File: config.mk
export PLATFORM = sky130hd
export DESIGN_NAME = lcd_msg_arbiter
export DESIGN_NICKNAME = d
export VERILOG_FILES = /design/src/rtl/lcd_msg_arbiter_pkg.sv /design/src/rtl/lcd_msg_arbiter_hold_counter.sv /design/src/rtl/lcd_msg_arbiter.sv
export SDC_FILE = /design/constraint.sdc
export NUM_CORES = 1
export LEC_CHECK = 0
export ABC_AREA = 1
export BUFFER_PORTS_ARGS = -buffer_cell sky130_fd_sc_hd__buf_2
export CAP_MARGIN = 40
export CORE_MARGIN = 3
export CORE_UTILIZATION = 60
export CTS_BUF_LIST = sky130_fd_sc_hd__clkbuf_2 sky130_fd_sc_hd__clkbuf_4 sky130_fd_sc_hd__clkbuf_8
export CTS_CLUSTER_SIZE = 25
export DETAILED_ROUTE_END_ITERATION = 12
export PLACE_DENSITY = 0.85
export REMOVE_ABC_BUFFERS = 1
export SYNTH_ARGS = -nofsm -noshare
export SYNTH_HDL_FRONTEND = slang
export SYNTH_SLANG_ARGS = --single-unit
File: constraint.sdc
create_clock -name i_clk -period 3 [get_ports i_clk]
set_input_delay 0.45 -clock i_clk [delete_from_list [all_inputs] [get_ports i_clk]]
set_output_delay 0.45 -clock i_clk [all_outputs]
set_load 0.02 [all_outputs]
File: src/rtl/lcd_msg_arbiter_pkg.sv
// Shared definitions for the LCD message arbiter.
//   - state_t    : arbiter FSM state encoding
//   - TIME_W_DEF : default width of the reaction-time field (ms, 0..999)
//   - clog2_f    : constant-function ceil(log2(v)), minimum result 1
package lcd_msg_arbiter_pkg;

    typedef enum logic [2:0] {
        S_Idle    = 3'd0,
        S_Issue   = 3'd1,
        S_Release = 3'd2,
        S_Hold    = 3'd3,
        S_Done    = 3'd4
    } state_t;

    localparam int TIME_W_DEF = 10;

    function automatic int clog2_f(input int v);
        int r;
        int x;
        r = 0;
        x = v - 1;
        while (x > 0) begin
            r = r + 1;
            x = x >> 1;
        end
        return (r == 0) ? 1 : r;
    endfunction

endpackage

File: src/rtl/lcd_msg_arbiter_hold_counter.sv
// lcd_hold_counter: loadable down-counter with terminal-count flag.
// Shared by the arbiter for both the LCD ack timeout and the display hold.
// Ports:
//   i_clk, i_rst   : clock, synchronous active-high reset
//   i_load         : load i_load_val (has priority over counting)
//   i_load_val     : value to load; terminal count is reached after
//                    i_load_val further enabled cycles
//   i_en           : decrement enable (stops at zero)
//   o_tc           : count is zero
module lcd_hold_counter
    import lcd_msg_arbiter_pkg::*;
#(
    parameter int CNT_W = 3
) (
    input  logic             i_clk,
    input  logic             i_rst,
    input  logic             i_load,
    input  logic [CNT_W-1:0] i_load_val,
    input  logic             i_en,
    output logic             o_tc
);

    logic [CNT_W-1:0] r_count;

    always_ff @(posedge i_clk) begin
        if (i_rst) begin
            r_count <= '0;
        end else if (i_load) begin
            r_count <= i_load_val;
        end else if (i_en && (r_count != '0)) begin
            r_count <= r_count - 1'b1;
        end
    end

    assign o_tc = (r_count == '0);

endmodule

File: src/rtl/lcd_msg_arbiter.sv
// lcd_msg_arbiter: shares one LCD message port between two requesters
// (0 = reaction-timer game FSM, 1 = best-time/status tracker).
// Latches the granted message, runs the LCDUpdate/LCDAck four-phase
// handshake, holds the message on screen for HOLD_CYCLES, then acks the
// requester. Ties are broken round-robin; an unanswered handshake is
// abandoned after ACK_TIMEOUT cycles with a one-cycle o_timeout pulse.
// Ports:
//   i_clk, i_rst                    : clock, synchronous active-high reset
//   i_req0/1                        : request levels, held until o_ack0/1
//   i_cheat0/1, i_slow0/1, i_wait0/1: message flags, valid while request high
//   i_time0/1                       : reaction time, valid while request high
//   o_ack0/1                        : service done, high until request drops
//   o_cheat, o_slow, o_wait,
//   o_reaction_time                 : latched message to the LCD block
//   o_lcd_update, i_lcd_ack         : handshake with the LCD block
//   o_busy                          : high whenever not idle
//   o_timeout                       : one-cycle pulse on handshake abort
//
// state     | meaning
// S_Idle    | waiting for a request; grants on the edge one is seen
// S_Issue   | LCDUpdate high, waiting for LCDAck (with timeout)
// S_Release | LCDUpdate low, waiting for LCDAck to drop
// S_Hold    | message held on screen for HOLD_CYCLES
// S_Done    | granted Ack high, waiting for its request to drop
module lcd_msg_arbiter
    import lcd_msg_arbiter_pkg::*;
#(
    parameter int TIME_W      = TIME_W_DEF,
    parameter int HOLD_CYCLES = 50000000,
    parameter int ACK_TIMEOUT = 1000000
) (
    input  logic              i_clk,
    input  logic              i_rst,
    input  logic              i_req0,
    input  logic              i_cheat0,
    input  logic              i_slow0,
    input  logic              i_wait0,
    input  logic [TIME_W-1:0] i_time0,
    output logic              o_ack0,
    input  logic              i_req1,
    input  logic              i_cheat1,
    input  logic              i_slow1,
    input  logic              i_wait1,
    input  logic [TIME_W-1:0] i_time1,
    output logic              o_ack1,
    output logic              o_cheat,
    output logic              o_slow,
    output logic              o_wait,
    output logic [TIME_W-1:0] o_reaction_time,
    output logic              o_lcd_update,
    input  logic              i_lcd_ack,
    output logic              o_busy,
    output logic              o_timeout
);

    localparam int CNT_MAX = (HOLD_CYCLES > ACK_TIMEOUT) ? HOLD_CYCLES : ACK_TIMEOUT;
    localparam int CNT_W   = clog2_f(CNT_MAX);
    localparam logic [CNT_W-1:0] LD_ACK  = CNT_W'(ACK_TIMEOUT - 1);
    localparam logic [CNT_W-1:0] LD_HOLD = CNT_W'(HOLD_CYCLES - 1);

    state_t r_state;
    state_t w_state_nxt;

    // r_last doubles as the current grant while a message is in service.
    logic r_last;
    logic w_any_req;
    logic w_sel;
    logic w_req_gnt;

    logic              r_cheat, r_slow, r_wait, r_upd, r_ack0, r_ack1, r_busy, r_timeout;
    logic [TIME_W-1:0] r_time;
    logic              w_cheat_nxt, w_slow_nxt, w_wait_nxt, w_upd_nxt;
    logic              w_ack0_nxt, w_ack1_nxt, w_timeout_nxt, w_last_nxt;
    logic [TIME_W-1:0] w_time_nxt;

    logic             w_cnt_load;
    logic [CNT_W-1:0] w_cnt_load_val;
    logic             w_cnt_en;
    logic             w_cnt_tc;

    assign w_any_req = i_req0 | i_req1;
    // Both requesting: the one not served last wins; otherwise whoever asks.
    assign w_sel     = (i_req0 & i_req1) ? ~r_last : i_req1;
    assign w_req_gnt = r_last ? i_req1 : i_req0;

    lcd_hold_counter #(
        .CNT_W(CNT_W)
    ) u_hold_counter (
        .i_clk      (i_clk),
        .i_rst      (i_rst),
        .i_load     (w_cnt_load),
        .i_load_val (w_cnt_load_val),
        .i_en       (w_cnt_en),
        .o_tc       (w_cnt_tc)
    );

    always_ff @(posedge i_clk) begin
        if (i_rst) begin
            r_state   <= S_Idle;
            r_last    <= 1'b1;
            r_cheat   <= 1'b0;
            r_slow    <= 1'b0;
            r_wait    <= 1'b0;
            r_time    <= '0;
            r_upd     <= 1'b0;
            r_ack0    <= 1'b0;
            r_ack1    <= 1'b0;
            r_busy    <= 1'b0;
            r_timeout <= 1'b0;
        end else begin
            r_state   <= w_state_nxt;
            r_last    <= w_last_nxt;
            r_cheat   <= w_cheat_nxt;
            r_slow    <= w_slow_nxt;
            r_wait    <= w_wait_nxt;
            r_time    <= w_time_nxt;
            r_upd     <= w_upd_nxt;
            r_ack0    <= w_ack0_nxt;
            r_ack1    <= w_ack1_nxt;
            r_busy    <= (w_state_nxt != S_Idle);
            r_timeout <= w_timeout_nxt;
        end
    end

    always_comb begin
        w_state_nxt = r_state;
        case (r_state)
            S_Idle:    if (w_any_req) w_state_nxt = S_Issue;
            S_Issue: begin
                if (i_lcd_ack)     w_state_nxt = S_Release;
                else if (w_cnt_tc) w_state_nxt = S_Done;
            end
            S_Release: if (!i_lcd_ack) w_state_nxt = S_Hold;
            S_Hold:    if (w_cnt_tc)   w_state_nxt = S_Done;
            S_Done:    if (!w_req_gnt) w_state_nxt = S_Idle;
            default:   w_state_nxt = S_Idle;
        endcase
    end

    always_comb begin
        w_cnt_load     = 1'b0;
        w_cnt_load_val = LD_ACK;
        w_cnt_en       = 1'b0;
        w_last_nxt     = r_last;
        w_cheat_nxt    = r_cheat;
        w_slow_nxt     = r_slow;
        w_wait_nxt     = r_wait;
        w_time_nxt     = r_time;
        w_upd_nxt      = r_upd;
        w_ack0_nxt     = r_ack0;
        w_ack1_nxt     = r_ack1;
        w_timeout_nxt  = 1'b0;
        case (r_state)
            S_Idle: begin
                if (w_any_req) begin
                    w_last_nxt  = w_sel;
                    w_cheat_nxt = w_sel ? i_cheat1 : i_cheat0;
                    w_slow_nxt  = w_sel ? i_slow1  : i_slow0;
                    w_wait_nxt  = w_sel ? i_wait1  : i_wait0;
                    w_time_nxt  = w_sel ? i_time1  : i_time0;
                    w_upd_nxt   = 1'b1;
                    w_cnt_load  = 1'b1;
                end
            end
            S_Issue: begin
                w_cnt_en = 1'b1;
                if (i_lcd_ack) begin
                    w_upd_nxt = 1'b0;
                end else if (w_cnt_tc) begin
                    // Abort, but still ack so the requester is not left hanging.
                    w_upd_nxt     = 1'b0;
                    w_timeout_nxt = 1'b1;
                    w_ack0_nxt    = ~r_last;
                    w_ack1_nxt    = r_last;
                end
            end
            S_Release: begin
                if (!i_lcd_ack) begin
                    w_cnt_load     = 1'b1;
                    w_cnt_load_val = LD_HOLD;
                end
            end
            S_Hold: begin
                w_cnt_en = 1'b1;
                if (w_cnt_tc) begin
                    w_ack0_nxt = ~r_last;
                    w_ack1_nxt = r_last;
                end
            end
            S_Done: begin
                if (!w_req_gnt) begin
                    w_ack0_nxt = 1'b0;
                    w_ack1_nxt = 1'b0;
                end
            end
            default: begin
                w_upd_nxt  = 1'b0;
                w_ack0_nxt = 1'b0;
                w_ack1_nxt = 1'b0;
            end
        endcase
    end

    assign o_cheat         = r_cheat;
    assign o_slow          = r_slow;
    assign o_wait          = r_wait;
    assign o_reaction_time = r_time;
    assign o_lcd_update    = r_upd;
    assign o_ack0          = r_ack0;
    assign o_ack1          = r_ack1;
    assign o_busy          = r_busy;
    assign o_timeout       = r_timeout;

endmodule

==> metrics.md, run 1 <==
| Metric | Value |
|---|---|
| Status | `finished clean` |
| Reg-to-reg critical path endpoint | `u_hold_counter.r_count[6]$_SDFFE_PP0P_` |
| Type of origin of the critical path | `flip-flop` |
| Static leakage | `1.558 nW` |
| Arrival time of the worst setup path | `approximately 2400 ps` |
| Number of gates resized after CTS | `0` |
| Hold EP | `o_slow$_SDFFE_PP0P_` |
| Shortest period the worst path allows | `2260 ps` |
| Final-report hold violation count | `0` |
| Endpoint required time on the critical path | `approximately 3200 ps` |
| Final Wtd Congestion | `around 0.96` |
| Total via count in the routed design | `2720` |
| Post-Synthesis Mean Instance Area | `6.609 um^2` |
| Wire length of the first global-routing pass | `11110 um` |
| Die Y-Extent | `72.46 um` |
| Placement Rows | `23` |
| Startpoint of the worst register-to-register path | `r_state[1]$_SDFF_PP0_` |
| Total gr overflow | `0` |
| Area of the core | `~4100 um^2` |
| Slowest stage delay, CP | `340 ps` |
| Critical Path End Type | `flip-flop` |
| Drc violations | `0` |
| Peak supply drop | `0.0005255 V` |
| H-Tree Depth | `2` |
| Count of endpoints failing setup in the final report | `0` |
| Final nets | `477` |
| Total Negative Setup Slacks | `0 ps` |
| Maximum fanout encountered on the critical timing path | `25` |
| Worst max-slew margin expressed relative to the limit | `48.70%` |
| Max frequency | `442.5 MHz` |
| Worst hold margin | `452.4 ps` |
| Inserted Clock Buffers | `5` |
| Die Wd | `72.46 um` |
| Routed wire length per instance | `13.63 um` |
| Number of design-rule violations left by the first detailed-router iteration | `roughly 180` |
| CTS root buffer | `sky130_fd_sc_hd__clkbuf_8` |
| Post-Route WL | `6758 um` |
| Clk buf depth | `2` |
| Proportion of netlist area held by the largest area contributor | `36.26%` |
| Estimated wirelength of the detail-placed design | `5025 um` |
| Count of synthesis-stage warnings from yosys | `0` |
| Clock transition at the registers of the reported paths | `~100 ps` |
| Count of boundary I/O pins | `49` |
| Mapped Area | `2650 um^2` |
| Number of I/O port buffers | `48` |
| Final number of max-transition violations | `0` |
| List of cells traversed by the critical path | `inv_2 -> nand2_1 -> nor2_1 -> nand2_1 -> nand2_1 -> inv_1 -> nand2_4 -> inv_4 -> nor2_1 -> a21oi_1` |
| All-layer global routing usage | `26.47%` |
| Initial antenna violation count | `0` |
| Initial core utilization | `63.95%` |
| Source-to-sink clock delay at the later pin of the worst-skew pair | `310 ps` |
| Overall power | `2.347 mW` |
| Clk_skew | `8.571 ps` |
| Proportion of synthesized chip area in sequential cells | `between 30% and 40%` |
| Critical Setup Path Class | `flip-flop to flip-flop` |
| Vias in the first global route | `2429` |
| Number of cells on the worst reg-to-reg path | `10` |
| Top cell by count, worst path | `sky130_fd_sc_hd__nand2_1` |
| Post-synth cell types | `30` |
| Most common library cell in the layout ignoring fill and taps | `sky130_fd_sc_hd__nand2_1` |
| Commonest cells after routing, fill and taps aside | `99 x sky130_fd_sc_hd__nand2_1, 51 x sky130_fd_sc_hd__nor2_1, 48 x sky130_fd_sc_hd__buf_2, 48 x sky130_fd_sc_hd__dfxtp_1, 47 x sky130_fd_sc_hd__a21oi_1` |
| Count of fill cells added during filler insertion | `377` |
| Instance count of the mapped netlist | `401` |
| Main area contributors after synthesis | `sky130_fd_sc_hd__dfxtp_1 36%, sky130_fd_sc_hd__nand2_1 14%, sky130_fd_sc_hd__a21oi_1 8.9%` |
| Flops & latches, synth | `between 40 and 50` |
| Routed via count divided by cell count | `5.484` |
| Number of stages on the worst hold path | `1` |
| Power density of the placed cells | `777.5 nW/um^2` |
| Fin crit share | `75.33%` |
| Number of max-cap violations | `0` |
| Standard cell with the maximum stage delay on the critical path | `sky130_fd_sc_hd__dfxtp_1` |
| Die footprint | `5250 um^2` |
| Hold Startpoint | `o_slow$_SDFFE_PP0P_` |
| Sink Count | `48` |
| Maximum number of pins on one net before global-route repair | `26` |
| Setup slack, reg-to-reg | `740 ps` |
| # Post-CTS Setup Buffers | `0` |
| Transition time at the pin with the least slew margin | `766.6 ps` |
| Layout area overhead | `13.93%` |
| Fraction of layout instances using a drive strength above 1 | `approximately 16%` |
| CTS hold repair buffers | `0` |
| Hold Path Class | `flip-flop to flip-flop` |
| Unrepaired setup endpoints after global routing | `no` |
| Biggest area consumer among synthesized cells | `sky130_fd_sc_hd__dfxtp_1` |
| Remaining antenna violation count | `0` |
| DR pass1 iterations | `4` |
| ANT cells | `0` |
| TritonCTS clock tree | `yes` |
## worst max path at each step
| stage | startpoint | end | slack [ps] | depth (start not counted) |
|---|---|---|---|---|
| 5_1_grt | r_state[1]$_SDFF_PP0_ | u_hold_counter.r_count[15]$_SDFFE_PP0P_ | 530 | 10 |
| 2_1_floorplan | r_state[1]$_SDFF_PP0_ | u_hold_counter.r_count[12]$_SDFFE_PP0P_ | 1110 | 10 |
| 6_report | r_state[1]$_SDFF_PP0_ | u_hold_counter.r_count[6]$_SDFFE_PP0P_ | 740 | 10 |
| 3_3_place_gp | i_req0 | u_hold_counter.r_count[21]$_SDFFE_PP0P_ | 850 | 10 |
| 3_5_place_dp | i_req0 | u_hold_counter.r_count[6]$_SDFFE_PP0P_ | 780 | 10 |
| 4_1_cts | r_state[1]$_SDFF_PP0_ | u_hold_counter.r_count[6]$_SDFFE_PP0P_ | 780 | 10 |
## sequential cells by signal, summed over array words and instances (netlist names)
signal                  count
o_slow                      1
u_hold_counter.r_count     26
o_wait                      1
r_last                      1
o_timeout                   1
r_state                     3
o_ack0                      1
o_cheat                     1
o_ack1                      1
o_reaction_time            10
o_busy                      1
o_lcd_update                1
## synthesized netlist by cell type
cell type,instances
sky130_fd_sc_hd__a21o_1,14
sky130_fd_sc_hd__a21oi_1,47
sky130_fd_sc_hd__a21oi_2,1
sky130_fd_sc_hd__a31oi_1,1
sky130_fd_sc_hd__buf_2,4
sky130_fd_sc_hd__buf_4,1
sky130_fd_sc_hd__buf_8,1
sky130_fd_sc_hd__clkbuf_1,6
sky130_fd_sc_hd__clkbuf_2,1
sky130_fd_sc_hd__dfxtp_1,48
sky130_fd_sc_hd__ha_1,1
sky130_fd_sc_hd__inv_1,34
sky130_fd_sc_hd__inv_2,2
sky130_fd_sc_hd__inv_4,1
sky130_fd_sc_hd__mux2i_1,1
sky130_fd_sc_hd__nand2_1,99
sky130_fd_sc_hd__nand2_2,3
sky130_fd_sc_hd__nand2_4,3
sky130_fd_sc_hd__nand3_1,21
sky130_fd_sc_hd__nand4_1,6
sky130_fd_sc_hd__nor2_1,51
sky130_fd_sc_hd__nor2_2,2
sky130_fd_sc_hd__nor2_4,2
sky130_fd_sc_hd__nor3_1,5
sky130_fd_sc_hd__nor4_1,2
sky130_fd_sc_hd__o21ai_0,30
sky130_fd_sc_hd__o21bai_1,1
sky130_fd_sc_hd__or2_2,1
sky130_fd_sc_hd__xnor2_1,5
sky130_fd_sc_hd__xor2_1,7
## per-layer routing
metal	vias up	share of wire [%]	wire length, um	track usage (%)
met5	-	0	0	0
met4	0	0.80	54	8.402
met2	73	48	3273	43.48
met3	6	5.1	346	4.294
met1	1243	46	3083	35.59
li1	1398	-	-	-
## critical path, delay by kind of cell, from the launching register on
kind / cells / cell delay [ps]
AND/OR/NAND/NOR: 6 / 1280
buffers and inverters: 3 / 380
flip-flops: 1 / 340
AO/OA/AOI/OAI: 1 / 120
## area by class of cell
| type | instances | area (um^2) | area share [%] |
|---|---|---|---|
| sequential | 48 | 960.9 | 31.83 |
| inverter | 37 | 141.4 | 4.683 |
| timing repair buffer | 50 | 255.2 | 8.454 |
| multi-input combinational | 303 | 1478 | 48.94 |
| clock buffer | 6 | 82.58 | 2.735 |
| clock inverter | 2 | 38.79 | 1.285 |
| tap | 50 | 62.56 | 2.072 |
## logic make-up after synthesis
kind of cell,count (synthesis),synth area share (%)
buf+inv,50,7.979
compound gates,94,19.36
mux,1,0.3777
fa+ha+maj,1,0.4721
xor+xnor,12,3.966
flops,48,36.26
simple gates,195,31.59
## stage by stage
| stage | instance area [um^2] | worst slack [ps] | utilization, % | std cells |
|---|---|---|---|---|
| final | 3019 | 740.0 | 72.86 | 496 |
| after global routing | 3019 | 525.7 | 72.86 | 496 |
| after floorplan | 2580 | 1107 | - | 388 |
| after global placement | 2898 | 846.4 | 69.93 | 488 |
| after detailed placement | 2898 | 780.8 | 69.93 | 488 |
| after CTS | 3019 | 777.1 | 72.86 | 496 |
## power by group
part	switching [mW]	internal, mW
Clock	0.228	0.273
Sequential	0.109	0.755
Combinational	0.660	0.323
Total	0.998	1.35
Power figures use the tool's default switching activity.
==> inputs of run 2 (changes only) <==
--- a/config.mk
+++ b/config.mk
@@ -9,11 +9,11 @@
 export BUFFER_PORTS_ARGS = -buffer_cell sky130_fd_sc_hd__buf_2
 export CAP_MARGIN = 40
 export CORE_MARGIN = 3
-export CORE_UTILIZATION = 60
+export CORE_UTILIZATION = 58
 export CTS_BUF_LIST = sky130_fd_sc_hd__clkbuf_2 sky130_fd_sc_hd__clkbuf_4 sky130_fd_sc_hd__clkbuf_8
 export CTS_CLUSTER_SIZE = 25
 export DETAILED_ROUTE_END_ITERATION = 12
-export PLACE_DENSITY = 0.85
+export PLACE_DENSITY = 0.83
 export REMOVE_ABC_BUFFERS = 1
 export SYNTH_ARGS = -nofsm -noshare
 export SYNTH_HDL_FRONTEND = slang
==> constraint.sdc (replaced) <==
create_clock -name i_clk -period 2.12 [get_ports i_clk]
set_input_delay 0.318 -clock i_clk [delete_from_list [all_inputs] [get_ports i_clk]]
set_output_delay 0.318 -clock i_clk [all_outputs]
set_load 0.02 [all_outputs]
==> metrics.md, run 2 (synthesized netlist as in run 1, its figures left out) <==
| Metric | Value |
|---|---|
| Die footprint | `5416 um^2 (+3.2%)` |
| Final-report hold violation count | `0 (unchanged)` |
| Number of I/O port buffers | `48 (unchanged)` |
| Reg-to-reg critical path endpoint | `u_hold_counter.r_count[1]$_SDFFE_PP0P_` |
| Count of endpoints failing setup in the final report | `0 (unchanged)` |
| CTS root buffer | `sky130_fd_sc_hd__clkbuf_8` |
| Maximum fanout encountered on the critical timing path | `7 (-72%)` |
| Arrival time of the worst setup path | `2130 ps (-310 ps)` |
| Flip-flop count of the largest register after layout | `26 (unchanged)` |
| Startpoint of the worst register-to-register path | `u_hold_counter.r_count[0]$_SDFFE_PP0P_` |
| Source-to-sink clock delay at the later pin of the worst-skew pair | `300 ps (about the same)` |
| Fin crit share | `91.49% (+16 points)` |
| Total Negative Setup Slacks | `0 ps (unchanged)` |
| Hold Path Class | `primary input to flip-flop` |
| Power density of the placed cells | `1107 nW/um^2 (+42%)` |
| Peak supply drop | `0.0006110 V (+16%)` |
| Initial antenna violation count | `0 (unchanged)` |
| Portion of total power attributed to combinational logic | `43.2% (+1.3 points)` |
| Vias in the first global route | `2585 (+6.4%)` |
| Post-Route WL | `6923 um (+2.4%)` |
| Initial core utilization | `63.07% (-0.88 points)` |
| All-layer global routing usage | `27.14% (+0.67 points)` |
| Met1 Resource Use GR | `36.90% (+1.3 points)` |
| Remaining antenna violation count | `0 (unchanged)` |
| Switching part of the total power | `41.48% (-1.0 points)` |
| H-Tree Depth | `2 (unchanged)` |
| Wire length of the first global-routing pass | `11490 um (+3.4%)` |
| Placement Rows | `23 (unchanged)` |
| Hold EP | `o_reaction_time[6]$_SDFFE_PP0P_` |
| Layout area overhead | `16.67%` |
| Count of boundary I/O pins | `49 (unchanged)` |
| TritonCTS clock tree | `yes` |
| Internal Pwr Total | `2.002 mW (+48%)` |
| Static leakage | `1.606 nW (+3.1%)` |
| ANT cells | `0 (unchanged)` |
| Final nets | `486 (+1.9%)` |
| Type of origin of the critical path | `flip-flop` |
| Met2 global-route usage | `41.44% (-2.0 points)` |
| Inserted Clock Buffers | `5 (unchanged)` |
| Max frequency | `515.6 MHz (+17%)` |
| Commonest cells after routing, fill and taps aside | `99 x sky130_fd_sc_hd__nand2_1, 51 x sky130_fd_sc_hd__nor2_1, 48 x sky130_fd_sc_hd__buf_2, 48 x sky130_fd_sc_hd__dfxtp_1, 47 x sky130_fd_sc_hd__a21oi_1` |
| Worst max-slew margin expressed relative to the limit | `68.84% (+20 points)` |
| Routed wire length per instance | `13.71 um (+0.62%)` |
| Number of gates resized after CTS | `0 (unchanged)` |
| Clock transition at the registers of the reported paths | `80 ps (-20 ps)` |
| Die Wd | `73.60 um (+1.6%)` |
| Hold Startpoint | `i_time0[6]` |
| Routed via count divided by cell count | `5.531 (+0.85%)` |
| Critical Path End Type | `flip-flop` |
| Sink Count | `48 (unchanged)` |
| Number of max-cap violations | `0 (unchanged)` |
| Critical Setup Path Class | `flip-flop to flip-flop` |
| Final instance area | `3092 um^2 (+2.4%)` |
| Fraction of layout instances using a drive strength above 1 | `18.02% (+1.7 points)` |
| Total gr overflow | `0 (unchanged)` |
| Switching power | `1.419 mW (+42%)` |
| Drc violations | `0 (unchanged)` |
| Clock group share of total power | `21.0% (-0.3 points)` |
| Status | `finished clean` |
| DR pass1 iterations | `4 (unchanged)` |
| Number of stages on the worst hold path | `4 (+3)` |
| Estimated wirelength of the detail-placed design | `5137 um (+2.2%)` |
| Number of cells on the worst reg-to-reg path | `10 (unchanged)` |
| Clk buf depth | `2 (unchanged)` |
| Most common library cell in the layout ignoring fill and taps | `sky130_fd_sc_hd__nand2_1` |
| CTS hold repair buffers | `0 (unchanged)` |
| Met3 global-route usage | `6.703% (+2.4 points)` |
| # Post-CTS Setup Buffers | `0 (unchanged)` |
| Setup slack, reg-to-reg | `180 ps (-560 ps)` |
| Placed Area | `2965 um^2 (+2.3%)` |
| Die Y-Extent | `73.60 um (+1.6%)` |
| Maximum number of pins on one net before global-route repair | `20 (-23%)` |
| Largest register by flop count | `u_hold_counter.r_count` |
| Shortest period the worst path allows | `1940 ps (-320.3 ps)` |
| Clk_skew | `5.272 ps (-3.300 ps)` |
| Final number of max-transition violations | `0 (unchanged)` |
| Transition time at the pin with the least slew margin | `465.6 ps (-301.0 ps)` |
| Unrepaired setup endpoints after global routing | `no` |
| Final Wtd Congestion | `0.9455 (-1.8%)` |
| Number of design-rule violations left by the first detailed-router iteration | `242 (+32%)` |
| Area of the core | `4202 um^2 (+1.4%)` |
| Total via count in the routed design | `2793 (+2.7%)` |
| Endpoint required time on the critical path | `2310 ps (-870 ps)` |
| Sequential share of power | `35.8% (-1.0 points)` |
| Layer carrying the most global-route usage | `met2` |
## run 2: per-layer routing
layer,up-vias,wire length [um]
met5,-,0
met4,0,121
met3,14,483
met2,95,3177
met1,1272,3141
li1,1412,-
## run 2: worst max path at each step
stage	slack [ps]	endpoint	from	cells past startpoint
6_report	180	u_hold_counter.r_count[1]$_SDFFE_PP0P_	u_hold_counter.r_count[0]$_SDFFE_PP0P_	10
5_1_grt	10	u_hold_counter.r_count[20]$_SDFFE_PP0P_	u_hold_counter.r_count[0]$_SDFFE_PP0P_	12
4_1_cts	200	u_hold_counter.r_count[1]$_SDFFE_PP0P_	u_hold_counter.r_count[0]$_SDFFE_PP0P_	10
3_5_place_dp	230	u_hold_counter.r_count[20]$_SDFFE_PP0P_	u_hold_counter.r_count[0]$_SDFFE_PP0P_	13
3_3_place_gp	300	u_hold_counter.r_count[1]$_SDFFE_PP0P_	u_hold_counter.r_count[0]$_SDFFE_PP0P_	10
2_1_floorplan	230	u_hold_counter.r_count[12]$_SDFFE_PP0P_	r_state[1]$_SDFF_PP0_	10
## run 2: critical path: stages (launching register included)
cell and delay [ps]:
sky130_fd_sc_hd__dfxtp_1 320, sky130_fd_sc_hd__inv_1 100, sky130_fd_sc_hd__ha_1 260, sky130_fd_sc_hd__nand2_2 140
sky130_fd_sc_hd__nor2_4 160, sky130_fd_sc_hd__nand2_4 70, sky130_fd_sc_hd__nor2_1 250, sky130_fd_sc_hd__nor2_1 110
sky130_fd_sc_hd__buf_4 180, sky130_fd_sc_hd__o21ai_0 150, sky130_fd_sc_hd__a21oi_1 80
## run 2: final cells by class
cell class	instances	area (um^2)
Tap cell	50	62.56
Clock buffer	7	96.34
Clock inverter	1	30.03
Timing Repair Buffer	59	322.8
Multi-Input combinational cell	303	1478
Fill cell	353	1110
Inverter	37	141.4
Sequential cell	48	960.9
## run 2: power by group through the flow
stage	Combinational [mW]	Sequential [mW]	Clock, mW
global route	1.65	1.25	0.778
floorplan	0.970	1.26	0
finish	1.48	1.23	0.719
global placement	1.43	1.24	0
detailed placement	1.45	1.24	0
CTS	1.46	1.22	0.735
## run 2: per-stage QoR
stage / utilization (%) / hold WS, ps / setup slack, ps / cells / total power [mW]
after floorplan: - / 380.4 / 226.9 / 388 / 2.233
after global placement: 70.58 / 428.7 / 295.9 / 497 / 2.664
after detailed placement: 70.58 / 433.7 / 227.3 / 497 / 2.686
after CTS: 73.59 / 354.8 / 201.9 / 505 / 3.415
after global routing: 73.59 / 371.5 / 12.56 / 505 / 3.674
final: 73.59 / 354.7 / 180.3 / 505 / 3.421
==> inputs of run 3 (changes only) <==
--- a/config.mk
+++ b/config.mk
@@ -8,12 +8,15 @@
 export ABC_AREA = 1
 export BUFFER_PORTS_ARGS = -buffer_cell sky130_fd_sc_hd__buf_2
 export CAP_MARGIN = 40
+export CELL_PAD_IN_SITES_DETAIL_PLACEMENT = 1
+export CELL_PAD_IN_SITES_GLOBAL_PLACEMENT = 2
+export CORE_ASPECT_RATIO = 1.1
 export CORE_MARGIN = 3
-export CORE_UTILIZATION = 58
+export CORE_UTILIZATION = 31
 export CTS_BUF_LIST = sky130_fd_sc_hd__clkbuf_2 sky130_fd_sc_hd__clkbuf_4 sky130_fd_sc_hd__clkbuf_8
 export CTS_CLUSTER_SIZE = 25
 export DETAILED_ROUTE_END_ITERATION = 12
-export PLACE_DENSITY = 0.83
+export PLACE_DENSITY_LB_ADDON = 0.1
 export REMOVE_ABC_BUFFERS = 1
 export SYNTH_ARGS = -nofsm -noshare
 export SYNTH_HDL_FRONTEND = slang
==> metrics.md, run 3 (synthesized netlist as in run 1, its figures left out) <==
| Metric | Value |
|---|---|
| Status | `finished clean` |
| Critical Path End Type | `flip-flop` |
| CTS root buffer | `sky130_fd_sc_hd__clkbuf_8` |
| Number of design-rule violations left by the first detailed-router iteration | `61 (-75%)` |
| Number of I/O port buffers | `48 (unchanged)` |
| Unrepaired setup endpoints after global routing | `no` |
| Count of boundary I/O pins | `49 (unchanged)` |
| Final cell count without fillers | `568 (+12%)` |
| All-layer global routing usage | `18.89% (-8.3 points)` |
| Initial antenna violation count | `0 (unchanged)` |
| Final number of max-transition violations | `0 (unchanged)` |
| Placement Rows | `34 (+48%)` |
| Largest register by flop count | `u_hold_counter.r_count` |
| Final Wtd Congestion | `0.8675 (-8.2%)` |
| Final nets | `491 (+1.0%)` |
| Max frequency | `512.5 MHz (-0.58%)` |
| Final setup margin | `169.0 ps (-11.39 ps)` |
| Worst hold margin | `348.2 ps (-6.538 ps)` |
| Die Y-Extent | `103.0 um (+40%)` |
| Total Negative Setup Slacks | `0 ps (unchanged)` |
| Overall power | `3.709 mW (+8.4%)` |
| Maximum fanout encountered on the critical timing path | `16 (+9)` |
| Final-report hold violation count | `0 (unchanged)` |
| Fin crit share | `92.03% (+0.54 points)` |
| Transition time at the pin with the least slew margin | `488.4 ps (+22.80 ps)` |
| Clk buf depth | `2 (unchanged)` |
| DR pass1 iterations | `4 (unchanged)` |
| Vias in the first global route | `2952 (+14%)` |
| Wire length of the first global-routing pass | `14320 um (+25%)` |
| Post-Route WL | `8629 um (+25%)` |
| Most common library cell in the layout ignoring fill and taps | `sky130_fd_sc_hd__nand2_1` |
| Worst max-slew margin expressed relative to the limit | `67.36% (-1.5 points)` |
| H-Tree Depth | `2 (unchanged)` |
| Total via count in the routed design | `2785 (-0.29%)` |
| ANT cells | `0 (unchanged)` |
| Placed Area | `3075 um^2 (+3.7%)` |
| Flip-flop count of the largest register after layout | `26 (unchanged)` |
| Arrival time of the worst setup path | `2190 ps (+60 ps)` |
| Remaining antenna violation count | `0 (unchanged)` |
| Setup Slack @ Placement | `33.23 ps (-194.1 ps)` |
| Number of max-cap violations | `0 (unchanged)` |
| Source-to-sink clock delay at the later pin of the worst-skew pair | `310 ps (about the same)` |
| Die Wd | `94.16 um (+28%)` |
| Drc violations | `0 (unchanged)` |
| Count of endpoints failing setup in the final report | `0 (unchanged)` |
| Hold Path Class | `primary input to flip-flop` |
| Critical Setup Path Class | `flip-flop to flip-flop` |
| Sink Count | `48 (unchanged)` |
| Routed wire length per instance | `15.19 um (+11%)` |
| Static leakage | `1.645 nW (+2.4%)` |
| Area of the core | `8125 um^2 (+93%)` |
| Die footprint | `9695 um^2 (+79%)` |
| Type of origin of the critical path | `flip-flop` |
| Count of placed standard cells including taps | `560 (+13%)` |
| Routed via count divided by cell count | `4.903 (-11%)` |
| Fraction of layout instances using a drive strength above 1 | `19.57% (+1.5 points)` |
| Power density of the placed cells | `1142 nW/um^2 (+3.2%)` |
| Endpoint required time on the critical path | `2360 ps (+50 ps)` |
| Clk_skew | `5.705 ps (+0.4338 ps)` |
| Clock transition at the registers of the reported paths | `90 ps (about the same)` |
| Shortest period the worst path allows | `1951 ps (+11.39 ps)` |
| Inserted Clock Buffers | `5 (unchanged)` |
| Layout area overhead | `22.52%` |
| Maximum number of pins on one net before global-route repair | `20 (unchanged)` |
| Final instance area | `3247 um^2 (+5.0%)` |
| Core Util, Final | `39.96% (-34 points)` |
| Commonest cells after routing, fill and taps aside | `99 x sky130_fd_sc_hd__nand2_1, 50 x sky130_fd_sc_hd__nor2_1, 48 x sky130_fd_sc_hd__buf_2, 48 x sky130_fd_sc_hd__dfxtp_1, 47 x sky130_fd_sc_hd__a21oi_1` |
| Estimated wirelength of the detail-placed design | `6609 um (+29%)` |
| Initial core utilization | `32.61% (-30 points)` |
| Total gr overflow | `0 (unchanged)` |
| Peak supply drop | `0.0004202 V (-31%)` |
| CTS hold repair buffers | `0 (unchanged)` |
| TritonCTS clock tree | `yes` |
## run 3: power by group
group | internal [mW] | total [mW] | switching, mW
registers | 1.07 | 1.23 | 0.164
logic | 0.532 | 1.54 | 1.01
clock network | 0.590 | 0.933 | 0.343
## run 3: area by class of cell
cell class                 count  area (um^2)
inverter                      37        143.9
clock inverter                 3        90.09
tap                          108        135.1
fill                        1098         4878
multi-input combinational    303         1488
timing repair buffer          64        360.3
clock buffer                   5        68.82
sequential                    48        960.9
## run 3: critical path, stage by stage (launching register included)
cell and delay [ps]:
sky130_fd_sc_hd__dfxtp_1 320, sky130_fd_sc_hd__inv_1 120, sky130_fd_sc_hd__ha_2 240, sky130_fd_sc_hd__nand2_2 120, sky130_fd_sc_hd__nor2_4 150, sky130_fd_sc_hd__nand2_4 70, sky130_fd_sc_hd__inv_2 50, sky130_fd_sc_hd__nand2_2 50
sky130_fd_sc_hd__nand2_4 90, sky130_fd_sc_hd__nand2_4 150, sky130_fd_sc_hd__inv_6 180, sky130_fd_sc_hd__nor2_1 50, sky130_fd_sc_hd__buf_4 150, sky130_fd_sc_hd__a21oi_1 130
## run 3: routing by layer
| layer | wire length, um | share of wire [%] | GRT usage (%) |
|---|---|---|---|
| met4 | 95 | 1.1 | 5.000 |
| met1 | 3939 | 46 | 23.51 |
| met5 | 0 | 0 | 0 |
| met2 | 4290 | 50 | 33.73 |
| met3 | 303 | 3.5 | 3.212 |
## run 3: timing repair
| action | in CTS | in global routing |
|---|---|---|
| buffers inserted | 0 | 0 |
| resized for setup | 0 | 4 |
| setup endpoints to repair | 0 | 14 |
## run 3: worst paths after layout
| path | startpoint | endpoint | slack, ps | cells after the start |
|---|---|---|---|---|
| worst max-delay path | u_hold_counter.r_count[0]$_SDFFE_PP0P_ | u_hold_counter.r_count[21]$_SDFFE_PP0P_ | 170 | 13 |
| worst min-delay path | i_lcd_ack | o_timeout$_SDFF_PP0_ | 350 | 4 |
| worst max register to register | u_hold_counter.r_count[0]$_SDFFE_PP0P_ | u_hold_counter.r_count[21]$_SDFFE_PP0P_ | 170 | 13 |
| worst min register to register | o_reaction_time[1]$_SDFFE_PP0P_ | o_reaction_time[1]$_SDFFE_PP0P_ | 460 | 1 |
